===== src/rtl/spi_cmd_pkg.sv =====
// Shared definitions for the SPI command decoder / register file:
// command word fields, status address, FSM state type, saturating increment.
package spi_cmd_pkg;

    localparam int CMD_WR_BIT = 15;
    localparam int ADDR_MSB   = 14;
    localparam int ADDR_LSB   = 8;

    localparam logic [6:0]  STATUS_ADDR    = 7'h7F;
    localparam logic [15:0] BAD_RD_VAL_DEF = 16'hDEAD;

    typedef enum logic {
        IDLE,
        WAIT_DATA
    } state_t;

    function automatic logic [7:0] sat_inc(input logic [7:0] v);
        return (v == 8'hFF) ? v : v + 8'd1;
    endfunction

endpackage


===== src/rtl/spi_cmd_timeout.sv =====
// Cycle counter bounding the wait for a write data word.
// Ports: clk, rst_n, clr (restart count), en (count this cycle), expire (last allowed cycle).
module spi_cmd_timeout #(
    parameter int TIMEOUT_CYC = 1024
) (
    input  logic clk,
    input  logic rst_n,
    input  logic clr,
    input  logic en,
    output logic expire
);

    localparam int CW = $clog2(TIMEOUT_CYC + 1);

    logic [CW-1:0] cnt;

    always_ff @(posedge clk or negedge rst_n) begin
        if (!rst_n) begin
            cnt <= '0;
        end else if (clr) begin
            cnt <= '0;
        end else if (en) begin
            cnt <= cnt + CW'(1);
        end
    end

    // Asserted during the TIMEOUT_CYC-th waiting cycle; a word arriving
    // in that same cycle is still accepted by the decoder.
    assign expire = en && (cnt == CW'(TIMEOUT_CYC - 1));

endmodule


===== src/rtl/spi_cmd_regfile.sv =====
// SPI command decoder and control register file (read / two-word write).
// Ports: clk, rst_n, cs_n_i, rxd_flag_p, rxd_data in; txd_data, reg_q,
// wr_strobe, wr_addr, err_cnt out. Optional macro STATUS_REG_EN maps a
// read-only status word at address 7'h7F.
module spi_cmd_regfile
    import spi_cmd_pkg::*;
#(
    parameter int          NUM_REGS    = 8,
    parameter int          TIMEOUT_CYC = 1024,
    parameter logic [15:0] BAD_RD_VAL  = BAD_RD_VAL_DEF
) (
    input  logic                    clk,
    input  logic                    rst_n,
    input  logic                    cs_n_i,
    input  logic                    rxd_flag_p,
    input  logic [15:0]             rxd_data,
    output logic [15:0]             txd_data,
    output logic [16*NUM_REGS-1:0]  reg_q,
    output logic                    wr_strobe,
    output logic [6:0]              wr_addr,
    output logic [7:0]              err_cnt
);

    state_t      state;
    logic [15:0] regs [NUM_REGS];
    logic [6:0]  lat_addr;
    logic        cs_q;
    logic        cs_rise;
    logic        expire;
    logic        cmd_wr;
    logic [6:0]  cmd_addr;
    logic        cmd_ok;
    logic        lat_ok;
    logic        rd_err;
    logic [15:0] rd_val;

    assign cmd_wr   = rxd_data[CMD_WR_BIT];
    assign cmd_addr = rxd_data[ADDR_MSB:ADDR_LSB];
    assign cmd_ok   = int'(cmd_addr) < NUM_REGS;
    assign lat_ok   = int'(lat_addr) < NUM_REGS;
    assign cs_rise  = cs_n_i && !cs_q;

    for (genvar k = 0; k < NUM_REGS; k++) begin : g_q
        assign reg_q[16*k +: 16] = regs[k];
    end

`ifdef STATUS_REG_EN
    logic busy;
    assign busy = (state == WAIT_DATA);
`endif

    always_comb begin
        rd_val = BAD_RD_VAL;
        rd_err = !cmd_ok;
        for (int k = 0; k < NUM_REGS; k++) begin
            if (cmd_addr == 7'(k)) rd_val = regs[k];
        end
`ifdef STATUS_REG_EN
        if (cmd_addr == STATUS_ADDR) begin
            rd_val = {err_cnt, 7'd0, busy};
            rd_err = 1'b0;
        end
`endif
    end

    spi_cmd_timeout #(
        .TIMEOUT_CYC(TIMEOUT_CYC)
    ) u_timeout (
        .clk    (clk),
        .rst_n  (rst_n),
        .clr    (state == IDLE && rxd_flag_p && cmd_wr),
        .en     (state == WAIT_DATA),
        .expire (expire)
    );

    always_ff @(posedge clk or negedge rst_n) begin
        if (!rst_n) begin
            state     <= IDLE;
            txd_data  <= '0;
            wr_strobe <= 1'b0;
            wr_addr   <= '0;
            err_cnt   <= '0;
            lat_addr  <= '0;
            cs_q      <= 1'b1;
            for (int k = 0; k < NUM_REGS; k++) regs[k] <= '0;
        end else begin
            wr_strobe <= 1'b0;
            cs_q      <= cs_n_i;
            unique case (state)
                IDLE: begin
                    if (rxd_flag_p) begin
                        if (cmd_wr) begin
                            lat_addr <= cmd_addr;
                            state    <= WAIT_DATA;
                        end else begin
                            txd_data <= rd_val;
                            if (rd_err) err_cnt <= sat_inc(err_cnt);
                        end
                    end
                end
                WAIT_DATA: begin
                    // A data word wins over a same-cycle expiry or CS abort.
                    if (rxd_flag_p) begin
                        txd_data <= rxd_data;
                        state    <= IDLE;
                        if (lat_ok) begin
                            wr_strobe <= 1'b1;
                            wr_addr   <= lat_addr;
                            for (int k = 0; k < NUM_REGS; k++) begin
                                if (lat_addr == 7'(k)) regs[k] <= rxd_data;
                            end
                        end else begin
                            err_cnt <= sat_inc(err_cnt);
                        end
                    end else if (expire || cs_rise) begin
                        state   <= IDLE;
                        err_cnt <= sat_inc(err_cnt);
                    end
                end
                default: state <= IDLE;
            endcase
        end
    end

endmodule


===== config.mk =====
export PLATFORM = sky130hd
export DESIGN_NAME = spi_cmd_regfile
export DESIGN_NICKNAME = d
export VERILOG_FILES = /design/src/rtl/spi_cmd_pkg.sv /design/src/rtl/spi_cmd_timeout.sv /design/src/rtl/spi_cmd_regfile.sv
export SDC_FILE = /design/constraint.sdc
export NUM_CORES = 1
export LEC_CHECK = 0
export CAP_MARGIN = 25
export CORE_MARGIN = 2
export CORE_UTILIZATION = 45
export CTS_CLUSTER_SIZE = 12
export DETAILED_ROUTE_END_ITERATION = 10
export PLACE_DENSITY = 0.82
export SETUP_SLACK_MARGIN = 0.05
export SYNTH_ARGS = -nofsm -noshare
export SYNTH_HDL_FRONTEND = slang
export SYNTH_HIERARCHICAL = 1
export SYNTH_SLANG_ARGS = --single-unit

===== constraint.sdc =====
create_clock -name clk -period 2 [get_ports clk]
set_input_delay 0.2 -clock clk [delete_from_list [all_inputs] [get_ports clk]]
set_output_delay 0.2 -clock clk [all_outputs]
set_load 0.1 [all_outputs]

# Word-level counts from Yosys, hierarchy flattened
# Index checks and enable logic that the tools add are counted.
[word_totals]
ff_bits = 180
input_bits = 20
output_inout_bits = 160
word_cells = 94
[classes]
add_sub_neg = 2
magnitude_cmp = 2
n_eq_ne = 22
mux = 30
bitwise = 1
n_reduce_logical = 21
[ops]
columns = ["operator", "n"]
rows = [
  ["16-bit two-way mux", 11],
  ["7-bit by 3-bit equality test with 1-bit output, second input constant", 8],
  ["8-bit two-way mux", 7],
  ["16-bit one-hot mux with 2 select lines", 1],
  ["4-bit AND reduction", 8],
  ["7-bit by 2-bit equality test with 1-bit output, second input constant", 4],
  ["11-bit two-way mux", 2],
  ["8-bit one-hot mux with 2 select lines", 1],
  ["7-bit by 1-bit equality test with 1-bit output, second input constant", 2],
  ["7-bit logical NOT", 2],
  ["7-bit by 4-bit less-than comparator with 1-bit output, second input constant", 2],
  ["11-bit by 1-bit adder with 11-bit output, second input constant", 1],
  ["11-bit by 10-bit equality test with 1-bit output, second input constant", 1],
  ["3-bit AND reduction", 3],
  ["8-bit by 1-bit adder with 8-bit output, second input constant", 1],
  ["8-bit equality test, second input constant", 1],
  ["2-bit inequality test, second input constant", 4],
  ["1-bit two-way mux", 7],
  ["5-bit AND reduction", 1],
  ["1-bit logical AND", 4],
  ["3-bit by 2-bit inequality test with 1-bit output, second input constant", 1],
  ["3-bit inequality test, second input constant", 1],
  ["1-bit one-hot mux with 2 select lines", 1],
  ["2-bit nonzero test", 1],
  ["3 further kinds", 3],
]

# Logic depth before layout (Yosys ltp)
# Gate-level depths: netlist of the first run.
[logic_depth]
depth_word = 12
depth_mapped = 8
depth_no_buf = 7

# By module
# Netlist of the first run, hierarchy kept.
[by_module_without_submodules]
columns = ["module", "instances", "cells_per_inst", "area_each_um2", "seq_area_each_um2"]
rows = [
  ["spi_cmd_regfile", 1, 598, 7876.3, 4230.3],
  ["spi_cmd_timeout", 1, 56, 564.3, 275.3],
]

# Worst setup path after synthesis of the first run
# OpenSTA, ideal clock, no wires.
[synth_timing]
kind = "flip-flop to flip-flop"
startpoint = "register err_cnt[0]"
endpoint = "register err_cnt[1]"
setup_ps = 126
arrival_ps = 2136
required_time_ps = 1874
setup_slack_ps = -262
stages_incl_launch_ff = 6
n_path_buf = 0
synth_period_minus_slack_ps = 2262
cell_sequence = "dfrtp_1 ha_1 nand3_1 o22ai_1 a211oi_2 mux2_2"
[synth_between]
elab_chain_cells = 6
elab_cells_between_ends = 10
cone_classes = "add/sub (1); eq/ne (1); mux (8)"
[synth_lines]
columns = ["element", "line_no", "rtl"]
rows = [
  ["start: declaration", "spi_cmd_regfile.sv:21", "output logic [7:0] err_cnt"],
  ["start signal: assignment", "spi_cmd_regfile.sv:97", "if (rd_err) err_cnt <= sat_inc(err_cnt);"],
  ["start signal: assignment", "spi_cmd_regfile.sv:113", "err_cnt <= sat_inc(err_cnt);"],
  ["start signal: assignment", "spi_cmd_regfile.sv:117", "err_cnt <= sat_inc(err_cnt);"],
  ["8-bit by 1-bit adder with 8-bit output or 8-bit equality test (tied branches)", "spi_cmd_pkg.sv:18", "return (v == 8'hFF) ? v : v + 8'd1;"],
  ["8-bit two-way mux (*)", "spi_cmd_pkg.sv:18", ""],
  ["8-bit two-way mux", "spi_cmd_regfile.sv:97", ""],
  ["8-bit two-way mux", "spi_cmd_regfile.sv:92", "if (cmd_wr) begin"],
  ["8-bit two-way mux", "spi_cmd_regfile.sv:91", "if (rxd_flag_p) begin"],
  ["8-bit one-hot mux with 2 select lines (*)", "spi_cmd_regfile.sv:89", "unique case (state)"],
]
# Every way passes the cells marked *; elsewhere a longest branch is shown, timed or not. The select of a mux whose other input is x is not followed.
# A chain may end at the register's enable or synchronous reset.

# Final worst setup path of the first run
[layout_timing]
startpoint = "input port rxd_data[13]"
endpoint = "register txd_data[6]"
[layout_between]
elab_chain_cells = 12
elab_cells_between_ends = 19
cone_classes = "eq/ne (7); mux (11); reduce/logical (1)"
[layout_lines]
columns = ["element", "line_no", "rtl"]
rows = [
  ["start: declaration", "spi_cmd_regfile.sv:16", "input logic [15:0] rxd_data,"],
  ["7-bit logical NOT", "spi_cmd_regfile.sv:56", "if (cmd_addr == 7'(k)) rd_val = regs[k];"],
  ["16-bit two-way mux (7 in a row)", "spi_cmd_regfile.sv:56", ""],
  ["16-bit two-way mux (*)", "spi_cmd_regfile.sv:56", ""],
  ["16-bit two-way mux (*)", "spi_cmd_regfile.sv:92", ""],
  ["16-bit two-way mux (*)", "spi_cmd_regfile.sv:91", ""],
  ["16-bit one-hot mux with 2 select lines (*)", "spi_cmd_regfile.sv:89", ""],
  ["end signal: assignment", "spi_cmd_regfile.sv:96", "txd_data <= rd_val;"],
  ["end signal: assignment", "spi_cmd_regfile.sv:104", "txd_data <= rxd_data;"],
  ["end: declaration", "spi_cmd_regfile.sv:17", "output logic [15:0] txd_data,"],
]
# Marks and branches as above.

==> metrics.yaml, run 1 <==
synth:
  yosys.area.top_type: "dfrtp_1"
  synth_area_leaders: "dfrtp_1 53%, mux2_2 17%, mux4_2 2.7%, a21oi_1 2.0%, mux2_4 1.8%"
  synth_top_family_by_area: "multiplexers"
  ys_seq_area_frac: 0.534
  synth_cell_types: 60
  synth_area_per_cell_um2: 12.9
  syn_nets: 676
  muxShareOfSynthArea: 0.233
  synth.top_cell.area_share: 0.531
  yosysWarnings: 6
  syn_area_um2: 8440
  synth_ff_type: "dfrtp_1"
  synth-compound-area-share: 0.0869
  async_reset_ff_frac: 1.00
  synthAdderAreaFrac: 0.00296
  synth_edf_count: 0
  synth_xor_area_frac: 0.0114
  synth_seq_cells: 180
  netlist_instances: 654
  synth_simple_gate_area_frac: 0.0995
floorplan:
  core-area_um2: 18600
  die_height_um: 141
  row_count: 50
  dieArea_um2: 19900
  start_util: 0.454
  io_pins: 180
  fp.dieW_um: 141
outcome:
  status: "finished, violations left"
  violations: "setup timing"
grt:
  antenna_found_initial: 0
  overflow: 0
  grt_pass1_vias: 6603
  grt_first_pass_wirelength_um: 37900
  track_usage: 0.250
  grt_max_degree: 64
clock_tree:
  clk_path_buf_depth: 2
  cts_tree: "done"
  htree_levels: 4
  clkTransAtPathRegs_ns: 0.07
  clockRootBuffer: "clkbuf_16"
  clk_latency_ns: 0.44
  cts_buffers: 17
  cts_sinks: 180
timing:
  setup_violations: 1
  fin_ws_ns: -0.0108
  worstMarginPinSlew_ns: 0.649
  relSlewSlack: 0.566
  slew_violations: 0
  hold_slack_ns: 0.197
  fmax_mhz: 497
  hold_viol_final: 0
  fin_crit_sh: 1.01
  layout_min_cycle_time_ns: 2.01
  skew_ns: 0.0105
  rsz0062_at_grt: "true"
routing:
  via_per_inst: 5.67
  drt_iter0_drc: 406
  wl_per_cell_um: 21.6
  first_pass_iters: 5
  ant_nets: 0
  drt_wl_total_um: 24300
  drc: 0
  vias: 6391
setup_path:
  ff2ff_setup_slack_ns: 0
  worst_path_most_repeated_cell: "nor4_1"
  required_ns: 2.28
  startpoint_type: "input pin"
  cp-startpoint: "rxd_data[13]"
  cpMaxStageDelayCell: "a2111oi_1"
  path_class: "input pin to flop"
  critPathTopFamily: "simple AND/OR/NAND/NOR gates"
  crit_chain: "clkdlybuf4s50_1, buf_4, nor4_1, nand2_1, a2111oi_1, nor4_1"
  critical_path_arrival_ns: 2.30
  critPathBufInv: 2
  end_kind: "flop"
  cp_max_fo: 4
  reg2reg_from: "state"
  cpPeakStageDelay_ns: 0.66
finish:
  area_delta_synth_final_pct: 32.4
  fin_nets: 902
  nFillCells: 1469
  layout_common_cells: "219 x buf_4, 174 x dfrtp_1, 128 x mux2_2, 33 x a21oi_1, 29 x nand2_1"
  final_util: 0.602
  drive_gt1_frac: 0.494
  seqCellArea_um2: 4510
  multiInputGateArea_um2: 3670
  antennaDiodeCount: 0
  final_common_cell: "buf_4"
placed_design:
  dpl_worst_slack_ns: -0.484
  place_congestion: 0.906
  portBuffers: 179
  dp_hpwl_um: 17600
worst_hold_path:
  min_from: "cs_n_i"
  worstHoldPathType: "input pin to flop"
power:
  leakage_nw: 5.46
  ir_drop_uv: 694
  p_per_area_nw_per_um2: 1230
job:
  drv_cap: 0
==> per-stage QoR <==
stage / instances / setup TNS (ns) / area [µm²] / total power [W]
6_report: 1127 / -0.0108 / 11200 / 0.0138
5_1_grt: 1127 / -0.165 / 11200 / 0.0142
4_1_cts: 1125 / 0 / 11200 / 0.0138
3_5_place_dp: 1090 / -5.00 / 10500 / 0.0102
3_3_place_gp: 1090 / -2.32 / 10500 / 0.0102
2_1_floorplan: 654 / 0 / 8450 / 0.00884
==> logic make-up after synthesis <==
logic type                 Yosys count
DFF                                180
muxes                              162
and+or+nand+nor                    133
AOI/OAI and AO/OA                  116
buffers and inverters               50
xor gates and xnor gates            11
adders and majority gates            2
==> flip-flops by register name, indices dropped and copies added (netlist names) <==
name           cells
reg_q            128
err_cnt            8
txd_data          16
u_timeout/cnt     11
wr_addr            7
cs_q               1
lat_addr           7
wr_strobe          1
state              1
==> power by group <==
group | switching (W) | total (W) | internal [W] | leakage (nW)
Sequential | 0.000493 | 0.00466 | 0.00417 | 2.40
Clock | 0.00149 | 0.00358 | 0.00209 | 0.311
Combinational | 0.00424 | 0.00554 | 0.00129 | 2.75
Total | 0.00622 | 0.0138 | 0.00755 | 5.46
==> path summary, 6_finish.rpt <==
check                                   end  depth (start not counted)
max in group asynchronous         reg_q[74]                          3
min reg2reg                      wr_addr[3]                          1
max reg2reg                     txd_data[6]                          6
min                                    cs_q                          1
min in group asynchronous  u_timeout/cnt[4]                          2
max                             txd_data[6]                          6
==> area by class of cell <==
cell class	count	share of cell area
inverters	8	0.00302
repair buffers	249	0.182
clock buffers	20	0.0418
multi-input cells	424	0.329
well taps	234	0.0262
flip-flops and latches	180	0.404
clock inverters	12	0.0148
==> per-layer routing <==
layer	wire length [µm]	vias to the layer above	global-route usage
met1	9810	3280	0.315
met3	1800	37	0.0707
li1	-	2850	-
met5	0	-	0
met4	419	0	0.0647
met2	12300	224	0.427
==> cells in the mapped netlist, types with 4 or more instances <==
library cell and n:
a22oi_1 8, mux2_1 7, mux2_4 10, or3_1 4, buf_4 6, dfrtp_1 179, nand3b_1 9, nor4_1 6
o22ai_1 13, a221oi_1 5, inv_1 8, buf_6 5, o21ai_0 28, a21oi_1 33, a211oi_1 7, nor2_1 19
or4_1 4, o211ai_1 4, mux4_2 10, nand3_1 5, and2_1 6, xnor2_1 8, nor2b_1 13, nand2_1 29
buf_1 4, mux2_2 128, clkbuf_1 17, nand4_1 8, nand2b_1 6, buf_2 9, mux2i_1 7
==> what timing repair did <==
action / CTS / global route
setup endpoints to repair: 11 / 23
resized for setup: 4 / 2
pin swaps: 2 / 4
cloned: 0 / 0
hold buffers: 1 / 0
hold endpoints to repair: 39 / 0
buffers inserted: 2 / 2
Note: power is estimated with default switching activity, not from simulation.
==> run 2, diff against run 1 <==
--- a/config.mk
+++ b/config.mk
@@ -10,7 +10,7 @@
 export CORE_UTILIZATION = 45
 export CTS_CLUSTER_SIZE = 12
 export DETAILED_ROUTE_END_ITERATION = 10
-export PLACE_DENSITY = 0.82
+export PLACE_DENSITY = 0.87
 export SETUP_SLACK_MARGIN = 0.05
 export SYNTH_ARGS = -nofsm -noshare
 export SYNTH_HDL_FRONTEND = slang
==> run 2 against run 1 <==
Register-to-register slack better by 0.09 ns. Largest cell class unchanged. Count of clock-buffer cells in the layout down 2. The run now ends clean. Wire length up 2.7%. Die area unchanged.
==> metrics.yaml, run 2 (synthesis gave the netlist of run 1 again) <==
clock_tree:
  clk_latency_ns: 0.44  # about the same
  cts_sinks: 180  # unchanged
  clkTransAtPathRegs_ns: 0.07  # about the same
  clk_path_buf_depth: 2  # unchanged
  cts_buffers: 17  # unchanged
  cts_tree: "done"
  clockRootBuffer: "clkbuf_16"
  htree_levels: 4  # unchanged
floorplan:
  die_height_um: 141  # unchanged
  start_util: 0.454  # unchanged
  dieArea_um2: 19900  # unchanged
  core-area_um2: 18600  # unchanged
  io_pins: 180  # unchanged
  row_count: 50  # unchanged
  fp.dieW_um: 141  # unchanged
grt:
  overflow: 0  # unchanged
  grt_max_degree: 57  # -11%
  grt_pass1_vias: 6573  # -0.45%
  antenna_found_initial: 0  # unchanged
  track_usage: 0.252  # +0.00208
  grt_first_pass_wirelength_um: 37900  # about the same
finish:
  final_area_um2: 11200  # -0.18%
  final_common_cell: "buf_4"
  largest_reg_flops: 128  # unchanged
  layout_common_cells: "218 x buf_4, 173 x dfrtp_1, 128 x mux2_2, 33 x a21oi_1, 29 x nand2_1"
  nFillCells: 1444  # -1.7%
  final_util: 0.601  # -0.00108
  antennaDiodeCount: 0  # unchanged
  fin_nets: 901  # -0.11%
  layout.cells.non_filler: 1126  # -0.089%
  drive_gt1_frac: 0.493  # -0.000567
  area_delta_synth_final_pct: 32.2
setup_path:
  path_class: "flop to flop"
  crit_chain: "buf_12, nand2_4, nor2_4, nand2_1, nor3_4, buf_12, mux2_2"
  startpoint_type: "flop"
  cpMaxStageDelayCell: "dfrtp_2"
  cp_max_fo: 16  # +12
  critical_path_arrival_ns: 2.24  # -0.06 ns
  reg2reg_depth: 7  # +1
  end_kind: "flop"
  cp_num_cells: 7  # +1
  cpPeakStageDelay_ns: 0.45  # -0.21 ns
  required_ns: 2.33  # +0.05 ns
  critPathBufInv: 2  # unchanged
  worst_path_most_repeated_cell: "buf_12"
  ff2ff_setup_slack_ns: 0.09  # +0.09 ns
  critPathTopFamily: "simple AND/OR/NAND/NOR gates"
placed_design:
  dp.cells: 1087  # -0.28%
  place_congestion: 0.885  # -2.3%
  portBuffers: 179  # unchanged
  dp_hpwl_um: 17400  # -1.1%
  dpl_cell_area_um2: 10500  # -0.33%
routing:
  drt_iter0_drc: 538  # +33%
  ant_nets: 0  # unchanged
  vias: 6476  # +1.3%
  drt_wl_total_um: 25000  # +2.7%
  via_per_inst: 5.75  # +1.4%
  drc: 0  # unchanged
  wl_per_cell_um: 22.2  # +2.8%
  first_pass_iters: 5  # unchanged
power:
  leakage_nw: 5.45  # -0.18%
  finalPower_w: 0.0137  # -0.31%
  p_per_area_nw_per_um2: 1230  # -0.14%
  ir_drop_uv: 774  # +12%
timing:
  skew_ns: 0.00934  # -0.00111 ns
  setup_violations: 0  # -1
  fin_crit_sh: 0.957  # -0.0485
  rsz0062_at_grt: "false"
  worstMarginPinSlew_ns: 0.620  # -0.0296 ns
  layout_min_cycle_time_ns: 1.91  # -0.0970 ns
  fmax_mhz: 523  # +5.1%
  relSlewSlack: 0.585  # +0.0198
  hold_viol_final: 0  # unchanged
  timing.setup.tns_ns: 0  # +0.0108 ns
  slew_violations: 0  # unchanged
outcome:
  status: "finished clean"
worst_hold_path:
  whs_path_depth: 1  # unchanged
  worstHoldPathType: "input pin to flop"
job:
  drv_cap: 0  # unchanged
run 2: layer usage:
layer / GRT usage / vias to the layer above / routed length, µm
li1: - / 2865 / -
met1: 0.323 / 3306 / 9970
met2: 0.405 / 254 / 12200
met3: 0.0717 / 51 / 1950
met4: 0.105 / 0 / 818
met5: 0 / - / 0
run 2: through the flow:
step	setup WS (ns)	hold WS, ns
finish	0.0862	0.195
detailed placement	-0.323	0.190
CTS	0.0412	0.189
global route	0.0392	0.197
floorplan	0.0582	-0.0956
global placement	-0.370	0.189
run 2: where the power goes:
part / total, W / internal, W / switching (W) / leakage, nW
Sequential: 0.00468 / 0.00416 / 0.000518 / 2.40
Clock: 0.00351 / 0.00191 / 0.00160 / 0.302
Combinational: 0.00554 / 0.00130 / 0.00424 / 2.75
Total: 0.0137 / 0.00737 / 0.00636 / 5.45
run 2: worst paths after layout:
kind,startpoint,to
hold reg to reg,wr_addr[5],wr_addr[5]
min in group asynchronous,rst_n,u_timeout/cnt[8]
setup / recovery,state,reg_q[58]
hold / removal,cs_n_i,cs_q
max in group asynchronous,rst_n,reg_q[65]
setup reg to reg,state,reg_q[58]
run 2: final cells by class:
class / count / area (µm²) / share of cell area
clock buffers: 18 / 429 / 0.0385
well taps: 234 / 293 / 0.0262
multi-input cells: 424 / 3670 / 0.329
repair buffers: 248 / 2030 / 0.182
flip-flops and latches: 180 / 4520 / 0.405
inverters: 8 / 33.8 / 0.00303
clock inverters: 14 / 188 / 0.0168
run 2: worst register-to-register path, delay by kind of cell, from the launching register on:
family / cells / cell delay, ns
muxes: 1 / 0.36
and+or+nand+nor: 4 / 0.60
DFF: 1 / 0.45
buffers and inverters: 2 / 0.39
run 2: what timing repair did:
action | 4_1_cts | 5_1_grt
buffers inserted | 2 | 3
setup endpoints to repair | 15 | 17
resized for setup | 0 | 4
endpoints found under the hold margin | 46 | 0
hold buffers | 1 | 0
gates cloned | 0 | 1
pin swaps | 2 | 3
==> run 3, diff against run 2 <==
--- a/config.mk
+++ b/config.mk
@@ -8,7 +8,7 @@
 export CAP_MARGIN = 25
 export CORE_MARGIN = 2
 export CORE_UTILIZATION = 45
-export CTS_CLUSTER_SIZE = 12
+export CTS_CLUSTER_SIZE = 40
 export DETAILED_ROUTE_END_ITERATION = 10
 export PLACE_DENSITY = 0.87
 export SETUP_SLACK_MARGIN = 0.05
==> constraint.sdc (replaced) <==
create_clock -name clk -period 1.7 [get_ports clk]
set_input_delay 0.17 -clock clk [delete_from_list [all_inputs] [get_ports clk]]
set_output_delay 0.17 -clock clk [all_outputs]
set_load 0.1 [all_outputs]
==> run 3 against run 2 <==
Critical path type unchanged. Maximum frequency shrank 7.5%. Final cell count rose by 4.4%. Critical path depth increased by 1. Die area unchanged. The flow now finishes with violations (setup timing). Global-route usage increased by 8.4 points. Wire length up 43%. Sequential share of layout area fell by 8.7 points. Via count grew 20%. Largest power group unchanged.
==> metrics.yaml, run 3 (synthesis gave the netlist of run 1 again) <==
routing:
  first_pass_iters: 8  # +3
  via_per_inst: 6.61  # +15%
  drt_iter0_drc: 995  # +85%
  drc: 0  # unchanged
  wl_per_cell_um: 30.4  # +37%
  drt_wl_total_um: 35700  # +43%
  ant_nets: 0  # unchanged
  vias: 7766  # +20%
floorplan:
  fp.dieW_um: 141  # unchanged
  die_height_um: 141  # unchanged
  io_pins: 180  # unchanged
  row_count: 50  # unchanged
  start_util: 0.454  # unchanged
  dieArea_um2: 19900  # unchanged
  core-area_um2: 18600  # unchanged
outcome:
  status: "finished, violations left"
  violations: "setup timing"
timing:
  skew_ns: 0.0192  # +0.00985 ns
  fin_ws_ns: -0.369  # -0.455 ns
  fin_crit_sh: 1.22  # +0.260
  setup_violations: 142  # +142
  fmax_mhz: 483  # -7.5%
  relSlewSlack: 0.468  # -0.117
  rsz0062_at_grt: "true"
  hold_slack_ns: 0.195  # +0.000174 ns
  timing.setup.tns_ns: -27.13  # -27.13 ns
  hold_viol_final: 0  # unchanged
  layout_min_cycle_time_ns: 2.07  # +0.155 ns
  worstMarginPinSlew_ns: 0.795  # +0.175 ns
  slew_violations: 0  # unchanged
clock_tree:
  clk_path_buf_depth: 2  # unchanged
  clk_latency_ns: 0.45  # about the same
  cts_buffers: 17  # unchanged
  cts_tree: "done"
  cts_sinks: 180  # unchanged
  htree_levels: 4  # unchanged
  clockRootBuffer: "clkbuf_16"
  clkTransAtPathRegs_ns: 0.08  # about the same
finish:
  largest_reg_flops: 128  # unchanged
  layout_common_cells: "164 x buf_12, 162 x dfrtp_1, 100 x mux2_4, 86 x buf_4, 45 x mux2_2"
  fin_nets: 950  # +5.4%
  final_util: 0.768  # +0.167
  antennaDiodeCount: 0  # unchanged
  final_area_um2: 14300  # +28%
  area_delta_synth_final_pct: 69.0
  final_common_cell: "buf_12"
  drive_gt1_frac: 0.577  # +0.0838
setup_path:
  end_kind: "flop"
  required_ns: 2.03  # -0.30 ns
  path_class: "flop to flop"
  critPathTopFamily: "buffers and inverters"
  worst_path_most_repeated_cell: "buf_12"
  critPathBufInv: 4  # +2
  cpPeakStageDelay_ns: 0.45  # about the same
  startpoint_type: "flop"
  critical_path_arrival_ns: 2.39  # +0.15 ns
  crit_chain: "nor3_4, buf_12, buf_12, nand2_8, nor4_4, buf_6, buf_12, mux2_4"
  cpMaxStageDelayCell: "dfrtp_2"
  cp_max_fo: 6  # -10
power:
  leakage_nw: 6.39  # +17%
  ir_drop_uv: 935  # +21%
  p_per_area_nw_per_um2: 1310  # +6.4%
grt:
  track_usage: 0.336  # +0.0838
  grt_first_pass_wirelength_um: 49900  # +32%
  antenna_found_initial: 0  # unchanged
  grt_pass1_vias: 7927  # +21%
  overflow: 0  # unchanged
  grt_max_degree: 61  # +7.0%
placed_design:
  portBuffers: 179  # unchanged
  place_congestion: 0.889  # +0.50%
  dp_hpwl_um: 20400  # +17%
  dpl_cell_area_um2: 12800  # +22%
  dpl_worst_slack_ns: -0.567  # -0.243 ns
job:
  drv_cap: 0  # unchanged
worst_hold_path:
  worstHoldPathType: "input pin to flop"
## run 3: per-stage QoR
step	power (W)	instances
after floorplan	0.0105	654
after global placement	0.0138	1116
after detailed placement	0.0140	1116
after CTS	0.0182	1166
after global routing	0.0190	1175
final	0.0187	1175
## run 3: repair_timing
item,in CTS,in global routing
hold endpoints to repair,33,0
resized for setup,97,42
hold buffers,1,0
setup endpoints to repair,140,161
setup buffers,12,9
pin swaps,12,20
gates cloned,5,2
## run 3: routing by layer
metal / vias up / GRT usage / part of all wire
met5: - / 0 / 0
met2: 679 / 0.533 / 0.47
met1: 3928 / 0.412 / 0.35
met4: 0 / 0.198 / 0.075
met3: 210 / 0.0941 / 0.10
li1: 2949 / - / -
## run 3: final timing paths
kind / slack, ns / cells after the start / to / startpoint
worst max-delay path: -0.37 / 8 / reg_q[46] / lat_addr[5]
worst min-delay path: 0.19 / 1 / cs_q / cs_n_i
worst max register to register: -0.37 / 8 / reg_q[46] / lat_addr[5]
worst min register to register: 0.50 / 1 / wr_addr[3] / wr_addr[3]
max in group asynchronous: 0.82 / 3 / cs_q / rst_n
min in group asynchronous: 0.20 / 2 / reg_q[31] / rst_n
## run 3: cell type report
type,count,area (µm²)
well taps,234,293
repair buffers,297,4520
flip-flops and latches,180,4530
clock buffers,18,429
inverters,8,35.0
fillers,877,4320
clock inverters,14,173
multi-input cells,424,4280
## run 3: where the power goes
part	leakage (nW)	internal, W	switching (W)
sequential	2.38	0.00491	0.00104
clock	0.286	0.00222	0.00196
combinational	3.73	0.00316	0.00538
==> variant: new RTL, config.mk and constraints of run 2 <==
The option `STATUS_REG_EN` is turned on by a define.
--- a/src/rtl/spi_cmd_regfile.sv
+++ b/src/rtl/spi_cmd_regfile.sv
@@ -3,4 +3,6 @@
 // wr_strobe, wr_addr, err_cnt out. Optional macro STATUS_REG_EN maps a
 // read-only status word at address 7'h7F.
+`define STATUS_REG_EN
+
 module spi_cmd_regfile
     import spi_cmd_pkg::*;
Check against the original RTL: not equivalent (a bounded check fails within 4 cycles, from zero or initial values and one cycle with rst_n low).
==> variant against run 2 <==
- the run now ends with negative setup slack left
- non-clock buffer count is 40 higher
- synthesized area is 0.74% lower
- sequential power is 3% lower
- clock power is 5% higher
- worst hold slack better by 0.016 ns
- via count is 5.9% higher
- core utilization is 4.4 points higher
- routed wire length is 9.4% higher
- cell area is 4.4% higher
- die area is 0.72% lower
- sequential share of layout area is 1.7 points lower
- power is 6.4% lower
- sequential cell count stayed put
- setup slack worse by 0.18 ns
- highest routed layer is now met5
==> variant: results (changes against run 2) <==
outcome=complete, but fails checks; failing checks=negative setup slack; worst hold path type=in -> reg; Finished Layout Cells=1161 (+3.1%); share of cells above drive strength 1=53.3% (+4.0 points); DP Wirelength=18600 um (+6.5%); crit-path max FO=7 (-9); Hold Path Origin=cs_n_i; Worst Tran Pin Value=0.665 ns (+0.0454 ns); initial drt markers=643 (+20%); Post-Syn Nets=677 (+0.15%); final setup fails=41 (+41); CTS buffer count=17 (unchanged); largest net degree at the start of global routing=66 (+16%); peak supply drop=0.695 mV (-10%); first-pass GRT wire length=40700 um (+7.5%); final-stage net count=941 (+4.4%); Root Driver=clkbuf_16; Area after DPL=0.0107 sq mm (+2.3%); synth cell count leaders=179 x dfrtp_1, 132 x mux2_2, 42 x nand2_1, 25 x o21ai_0, 24 x clkbuf_1; initial antenna violation count=1 (+1); Syn Inst Count=655 (+0.15%); met2 Use GR=43.5% (+3.0 points); leak pwr=5.78 nW (+6.1%); Routed WL=27300 um (+9.4%); clock skew=0.00567 ns (-0.00367 ns); vias in the first global route=6951 (+5.8%); 1st-pass router iterations=5 (unchanged); # diodes=0 (unchanged); vias per cell=5.91 (+2.7%); ys async rst share=100% (unchanged); hold-fix buffer count after cts=1 (unchanged); M3 GR Usage=7.86% (+0.70 points); Clock transition at path regs=0.07 ns (about the same); clk buf depth=2 (unchanged); PostCTS Resize Cnt=10 (+10); CTS H-tree depth=4 (unchanged); port bufs=179 (unchanged); Synth area leaders=dfrtp_1 53%, mux2_2 18%, mux4_2 4.6%; clock latency on the worst-skew pair=0.44 ns (about the same); warnings from Yosys=6 (unchanged); Startpoint Class=register; placed insts=1113 (+2.4%); Distinct cells, synth=58 (-3.3%); Setup Buffers After CTS=2 (unchanged); global placement routability congestion=0.880 (-0.55%); GRT Util Overall=27.2% (+2.0 points); flip-flop count of the largest register after layout=128 (unchanged); pre-CTS WS=-0.349 ns (-0.0255 ns); final setup TNS=-1.73 ns (-1.73 ns); post-synthesis sequential area ratio=53.8% (+0.40 points); Final Cell Area=0.0117 sq mm (+4.4%); M1 GR Usage=35.3% (+3.1 points); fin worst setup slack=-0.0903 ns (-0.176 ns); Critical Path Source=lat_addr[4]
[variant: layer usage]
metal	wire (um)	vias to the layer above	part of all wire, %
met1	10700	3486	39
met4	828	2	3.0
met5	13	-	0.048
met3	2400	57	8.8
li1	-	2937	-
met2	13300	376	49
[variant: area by class of cell]
cell class	count	area, sq um
repair buffers	288	2390
well taps	229	287
clock buffers	19	453
inverters	9	33.8
clock inverters	13	196
multi-input cells	423	3770
fillers	1301	6430
flip-flops and latches	180	4520
[variant: path summary, 6_finish.rpt]
| kind | depth (start not counted) | slack [ns] | to |
|---|---|---|---|
| hold / removal | 1 | 0.21 | cs_q |
| setup reg to reg | 7 | -0.09 | reg_q[28] |
| max in group asynchronous | 3 | 0.96 | reg_q[56] |
| setup / recovery | 7 | -0.09 | reg_q[28] |
| hold reg to reg | 1 | 0.49 | wr_addr[6] |
| min in group asynchronous | 2 | 0.34 | wr_addr[5] |
[variant: cell families (layout without fill, tap and decap cells)]
kind of cell	count (synthesis)	count (layout)	share of synthesized area (%)
AND/OR/NAND/NOR	158	158	10.3
XOR/XNOR	11	11	1.15
flip-flops	180	180	53.8
multiplexers	169	169	25.3
buffers and inverters	52	329	2.70
adder cells (fa/ha/maj)	2	2	0.299
AO/OA/AOI/OAI	83	83	6.42
[variant: critical path: stages, from the launching register on]
cell	delay (ns)
dfrtp_1	0.39
nor4b_2	0.29
nand3b_2	0.16
buf_4	0.20
nor4b_4	0.25
buf_4	0.18
buf_12	0.14
mux2_2	0.35
[variant: where the power goes]
part / switching [mW] / total [mW] / internal, mW
Clock: 1.49 / 3.67 / 2.18
Sequential: 0.462 / 4.54 / 4.07
Combinational: 3.51 / 4.65 / 1.14
